## src/rtl/if_stage_pkg.sv

```systemverilog
// Shared definitions for the instruction-fetch stage: FSM states, default
// reset PC and bubble instruction, PC step and the address-alignment helper.
// Imported by the fetch stage top and its PC register.
package if_stage_pkg;

  typedef enum logic [1:0] {
    IDLE = 2'd0,
    REQ  = 2'd1,
    HOLD = 2'd2,
    DROP = 2'd3
  } state_t;

  localparam logic [31:0] DEF_RESET_PC = 32'h0000_0000;
  localparam logic [31:0] DEF_NOP_INST = 32'h0000_0000;
  localparam logic [31:0] PC_STEP      = 32'd4;

  // Force a fetch address onto a word boundary.
  function automatic logic [31:0] align_pc(input logic [31:0] pc);
    return {pc[31:2], 2'b00};
  endfunction

endpackage

```

## src/rtl/if_stage_pc_reg.sv

```systemverilog
// Fetch PC register: reset load, aligned redirect load, or +4 step.
// Latency: new value visible one edge after the request.
// Backpressure: none; the fetch FSM decides when to step or load.
module pc_reg
  import if_stage_pkg::*;
#(
  parameter logic [31:0] RESET_PC = DEF_RESET_PC
) (
  input  logic        clk,
  input  logic        rst,
  input  logic        inc,
  input  logic        load,
  input  logic [31:0] load_pc,
  output logic [31:0] pc
);

  // Reset beats a redirect load, which beats a sequential step.
  always_ff @(posedge clk) begin
    if (rst) begin
      pc <= RESET_PC;
    end else if (load) begin
      pc <= align_pc(load_pc);
    end else if (inc) begin
      pc <= pc + PC_STEP;  // wraps modulo 2^32
    end
  end

endmodule

```

## src/rtl/if_stage.sv

```systemverilog
// Instruction-fetch stage: issues imem reads and presents one instruction slot to decode.
// Latency: one edge from an accepted ack to out_valid; one instruction/cycle with zero-wait memory.
// Backpressure: in_stall holds the slot; one extra fetched word parks in a buffer (HOLD, no request).
module if_stage
  import if_stage_pkg::*;
#(
  parameter logic [31:0] RESET_PC = DEF_RESET_PC,
  parameter logic [31:0] NOP_INST = DEF_NOP_INST
) (
  input  logic        clk,
  input  logic        rst,
  output logic        out_imem_req,
  output logic [31:0] out_imem_addr,
  input  logic        in_imem_ack,
  input  logic [31:0] in_imem_data,
  input  logic        in_stall,
  input  logic        in_redirect_enable,
  input  logic [31:0] in_redirect_pc,
  output logic [31:0] out_pc,
  output logic [31:0] out_inst,
  output logic        out_valid
);

  state_t      state, state_nxt;
  logic [31:0] fetch_pc;
  logic        pc_inc, pc_load;

  // Request still in flight on the pre-redirect address while in DROP.
  logic [31:0] drop_addr, drop_addr_nxt;

  // One-entry buffer; its contents are meaningful only in HOLD.
  logic [31:0] buf_pc, buf_pc_nxt;
  logic [31:0] buf_inst, buf_inst_nxt;

  logic        valid_nxt;
  logic [31:0] pc_nxt, inst_nxt;
  logic        consumable;

  pc_reg #(
    .RESET_PC (RESET_PC)
  ) u_pc_reg (
    .clk     (clk),
    .rst     (rst),
    .inc     (pc_inc),
    .load    (pc_load),
    .load_pc (in_redirect_pc),
    .pc      (fetch_pc)
  );

  assign consumable    = !out_valid || !in_stall;
  assign out_imem_req  = (state == REQ) || (state == DROP);
  // DROP keeps the abandoned address stable until memory answers it.
  assign out_imem_addr = (state == DROP) ? drop_addr : fetch_pc;

  // Next-state, slot, buffer and PC-control decode; redirect wins over everything.
  always_comb begin
    state_nxt     = state;
    valid_nxt     = out_valid;
    pc_nxt        = out_pc;
    inst_nxt      = out_inst;
    buf_pc_nxt    = buf_pc;
    buf_inst_nxt  = buf_inst;
    drop_addr_nxt = drop_addr;
    pc_inc        = 1'b0;
    pc_load       = 1'b0;

    if (in_redirect_enable) begin
      pc_load   = 1'b1;
      valid_nxt = 1'b0;
      inst_nxt  = NOP_INST;
      case (state)
        REQ: begin
          if (in_imem_ack) begin
            state_nxt = REQ;
          end else begin
            state_nxt     = DROP;
            drop_addr_nxt = fetch_pc;
          end
        end
        DROP:    state_nxt = DROP;
        default: state_nxt = REQ;
      endcase
    end else begin
      // Slot drained with nothing to replace it becomes a bubble.
      if (consumable) begin
        valid_nxt = 1'b0;
        inst_nxt  = NOP_INST;
      end
      case (state)
        IDLE: state_nxt = REQ;
        REQ: begin
          if (in_imem_ack) begin
            pc_inc = 1'b1;
            if (consumable) begin
              valid_nxt = 1'b1;
              pc_nxt    = fetch_pc;
              inst_nxt  = in_imem_data;
            end else begin
              buf_pc_nxt   = fetch_pc;
              buf_inst_nxt = in_imem_data;
              state_nxt    = HOLD;
            end
          end
        end
        HOLD: begin
          if (consumable) begin
            valid_nxt = 1'b1;
            pc_nxt    = buf_pc;
            inst_nxt  = buf_inst;
            state_nxt = REQ;
          end
        end
        DROP: begin
          if (in_imem_ack) state_nxt = REQ;
        end
        default: state_nxt = IDLE;
      endcase
    end
  end

  // State, output slot and buffer registers with synchronous reset.
  always_ff @(posedge clk) begin
    if (rst) begin
      state     <= IDLE;
      out_valid <= 1'b0;
      out_pc    <= 32'h0000_0000;
      out_inst  <= NOP_INST;
      buf_pc    <= 32'h0000_0000;
      buf_inst  <= 32'h0000_0000;
      drop_addr <= 32'h0000_0000;
    end else begin
      state     <= state_nxt;
      out_valid <= valid_nxt;
      out_pc    <= pc_nxt;
      out_inst  <= inst_nxt;
      buf_pc    <= buf_pc_nxt;
      buf_inst  <= buf_inst_nxt;
      drop_addr <= drop_addr_nxt;
    end
  end

endmodule

```

## config.mk

```make
export PLATFORM = sky130hd
export DESIGN_NAME = if_stage
export DESIGN_NICKNAME = d
export VERILOG_FILES = /design/src/rtl/if_stage_pkg.sv /design/src/rtl/if_stage_pc_reg.sv /design/src/rtl/if_stage.sv
export SDC_FILE = /design/constraint.sdc
export NUM_CORES = 1
export LEC_CHECK = 0
export BUFFER_PORTS_ARGS = -buffer_cell sky130_fd_sc_hd__buf_2
export CAP_MARGIN = 40
export CORE_MARGIN = 1
export CORE_UTILIZATION = 30
export DETAILED_ROUTE_END_ITERATION = 10
export PLACE_DENSITY = 0.46
export SYNTH_ARGS = -nofsm -noshare
export SYNTH_HDL_FRONTEND = slang
export SYNTH_SLANG_ARGS = --single-unit
```

## constraint.sdc

```tcl
create_clock -name clk -period 3.43 [get_ports clk]
set_input_delay 0.686 -clock clk [delete_from_list [all_inputs] [get_ports clk]]
set_output_delay 0.686 -clock clk [all_outputs]
set_load 0.02 [all_outputs]
```

==> reports/metrics.csv <==
metric,value,unit
yosys_warnings,0,
netlist_instances,1112,
rr_endpoint,u_pc_reg.pc[27],
die_height,175,µm
preCtsSetupSlack,0.704,ns
pwr-share-comb,13.6,%
fin_crit,2.93,ns
final_common_cell,sky130_fd_sc_hd__nand2_1,
pwr_density_cell,473,mW/mm²
post_synthesis_instance_area,0.00897,mm²
core_area,0.0291,mm²
slew_headroom,40.7,%
final.period_utilization,85.4,%
timing.fmax,0.341,GHz
route.detailed.wl_per_inst,17.4,µm
outcome,finished clean,
cts_buffers,17,
timing.critical_path.fanout_max,31,
first_iter_violations,448,
place.gp.congestion,0.770,
antenna_left,0,
p_int,3.54,mW
total_power,5.03,mW
io-pin-count,167,
cts_hold_buf,0,
fraction_of_power_spent_switching_nets,29.5,%
cp-end-kind,primary output,
total_routing_resource_utilization_after_global_routing,18.4,%
timing.clock.skew,0.0117,ns
critPathRequiredTime,2.74,ns
min_from,drop_addr[4],
leading_cell_types_in_the_layout_fill_and_taps_excluded,"sky130_fd_sc_hd__nand2_1 (211), sky130_fd_sc_hd__dfxtp_1 (187), sky130_fd_sc_hd__buf_2 (159)",
fp.dieArea,0.0306,mm²
r2r_slack,0.84,ns
clkSinkCount,187,
initial_antenna_violation_count,2,
rsz0062_at_grt,false,
detail_route.vias_per_cell,5.10,
vias,8161,
synth_sequential_area_ratio,41.7,%
whs,0.452,ns
worst_setup_hold_path_clk_slew,0.07,ns
criticalPathCategory,reg -> out,
fraction_of_power_consumed_by_the_clock_network,39.8,%
number_of_h_tree_levels,4,
postRouteWirelength,27900,µm
reg.largest.list,"buf_inst: 32 flops, out_inst: 32 flops",
postLayoutSetupSlackWorst,0.502,ns
startpoint_type,flop,
timing.max_cap.violations,0,
slowest_stage_delay_on_critical_path,0.44,ns
final_hold_viol_count,0,
tritoncts,yes,
clockBufferDepth,2,
critical-path-top-delay-family,buffers and inverters,
worst-endpoint-arrival,2.24,ns
dp_hpwl,18000,µm
setup-tns-final,0,ns
rr_worst_depth,6,
initial_core_util,30.8,%
floorplan.die.width,175,µm
stdcell_area,0.0106,mm²
synth_enable_flop_cells,0,
area_growth,18.4,%
r2r_start,state[1],
crit_path_start,state[1],
report.final.slew_viol_count,0,
grt_pass1_wl,44200,µm
crit_slowest_cell,sky130_fd_sc_hd__buf_4,
p_seq_share,46.6,%
postSynth.asyncResetShare,0,%
finalNonFillerCells,1599,
final_nets,1274,
postSynth.topFlopCell,sky130_fd_sc_hd__dfxtp_1,
power.net_switching,1.48,mW
drtPass1Iterations,4,
cp_num_cells,4,
timing_worst_slew_pin_value,0.881,ns
cts.repair_timing.setup_buffer_count,0,
cts.repair.resized,0,
leakage,4.03,nW
number_of_global_route_vias_before_repair,7807,
dpl_cell_area,0.0100,mm²
grt_max_degree,70,
min-delay-path-class,reg -> reg,
row_cnt,62,
number_of_port_buffers,160,
clock-root-buffer,sky130_fd_sc_hd__clkbuf_16,
drc,0,
timing.final.setup_violations,0,
layout.core_utilization,36.5,%
power.ir.vdd_worst,0.000331,V
worstSetupEndpoint,out_imem_addr[29],
overflow,0,
path_cells,ha_2 > buf_4 > mux2_2 > buf_2,
placedCellCount,1566,
synth.ff_latch_count,187,
post_synth.cell_area_avg,8.07,µm²
post_route_cells_drive_above_1_share,24.0,%
worstSkewPairLatency,0.45,ns
fillers,3091,
post_synth_num_cell_types,52,
critPathBufInv,2,
## tightest hold or removal path: cells and delay by family (launching register included)
family	cells	cell delay, ns
AOI/OAI and AO/OA	1	0.05
DFF	1	0.31
and+or+nand+nor	1	0.05
## power by group through the flow
stage | clock network, mW | logic (mW) | registers [mW]
after floorplan | 0 | 0.425 | 2.40
after global placement | 0 | 0.685 | 2.39
after detailed placement | 0 | 0.689 | 2.40
after CTS | 2.07 | 0.691 | 2.34
after global routing | 2.15 | 0.750 | 2.36
final | 2.00 | 0.683 | 2.34
## how the worst min path moves through the flow
stage / endpoint / slack (ns) / cells after the start
3_3_place_gp: drop_addr[12] / 0.44 / 2
4_1_cts: drop_addr[9] / 0.46 / 2
2_1_floorplan: drop_addr[10] / 0.43 / 2
6_report: drop_addr[4] / 0.45 / 2
5_1_grt: drop_addr[13] / 0.47 / 2
3_5_place_dp: drop_addr[15] / 0.44 / 2
## synthesized netlist by cell type (5+ instances only)
| cell type | n | area, µm² |
|---|---|---|
| sky130_fd_sc_hd__nand2_1 | 211 | 792 |
| sky130_fd_sc_hd__dfxtp_1 | 187 | 3740 |
| sky130_fd_sc_hd__a21oi_1 | 102 | 510 |
| sky130_fd_sc_hd__clkbuf_1 | 90 | 338 |
| sky130_fd_sc_hd__a211oi_1 | 77 | 578 |
| sky130_fd_sc_hd__nor2_1 | 56 | 210 |
| sky130_fd_sc_hd__inv_1 | 44 | 165 |
| sky130_fd_sc_hd__nand3_1 | 43 | 215 |
| sky130_fd_sc_hd__o21ai_0 | 41 | 205 |
| sky130_fd_sc_hd__a221oi_1 | 35 | 307 |
| sky130_fd_sc_hd__a21bo_2 | 33 | 330 |
| sky130_fd_sc_hd__mux2i_1 | 32 | 320 |
| sky130_fd_sc_hd__mux2_2 | 29 | 327 |
| sky130_fd_sc_hd__nor3_1 | 12 | 60.1 |
| sky130_fd_sc_hd__buf_1 | 11 | 41.3 |
| sky130_fd_sc_hd__nand4_1 | 11 | 68.8 |
| sky130_fd_sc_hd__xnor2_1 | 10 | 87.6 |
| sky130_fd_sc_hd__buf_2 | 9 | 45.0 |
| sky130_fd_sc_hd__nor4_1 | 8 | 50.1 |
| sky130_fd_sc_hd__and4_1 | 6 | 52.6 |
| sky130_fd_sc_hd__a2111oi_0 | 5 | 43.8 |
| sky130_fd_sc_hd__and3_1 | 5 | 31.3 |
| sky130_fd_sc_hd__buf_4 | 5 | 37.5 |
## routing by layer
metal,part of all wire (%),GRT usage [%],vias to the layer above
li1,-,-,4104
met1,50,25.3,3877
met2,45,29.1,155
met3,3.6,3.81,23
met4,1.2,4.89,2
met5,0.061,0,-
## kinds of logic after synthesis
group                      count (synthesis)  synth area share [%]
AOI/OAI and AO/OA                        318                  24.3
xor gates and xnor gates                  12                  1.17
adders and majority gates                  4                 0.558
buffers and inverters                    164                  7.24
DFF                                      187                  41.7
muxes                                     61                  7.21
other                                      1                0.0418
and+or+nand+nor                          365                  17.8
## final cells by class
class | instances | area, µm² | share of cell area, %
inverters | 46 | 173 | 1.63
clock inverters | 12 | 131 | 1.24
diodes | 1 | 2.50 | 0.0236
repair buffers | 185 | 1020 | 9.56
multi-input cells | 764 | 4630 | 43.6
well taps | 384 | 480 | 4.52
clock buffers | 20 | 447 | 4.20
flip-flops and latches | 187 | 3740 | 35.2
No activity file was read; power rests on OpenSTA's default activity.
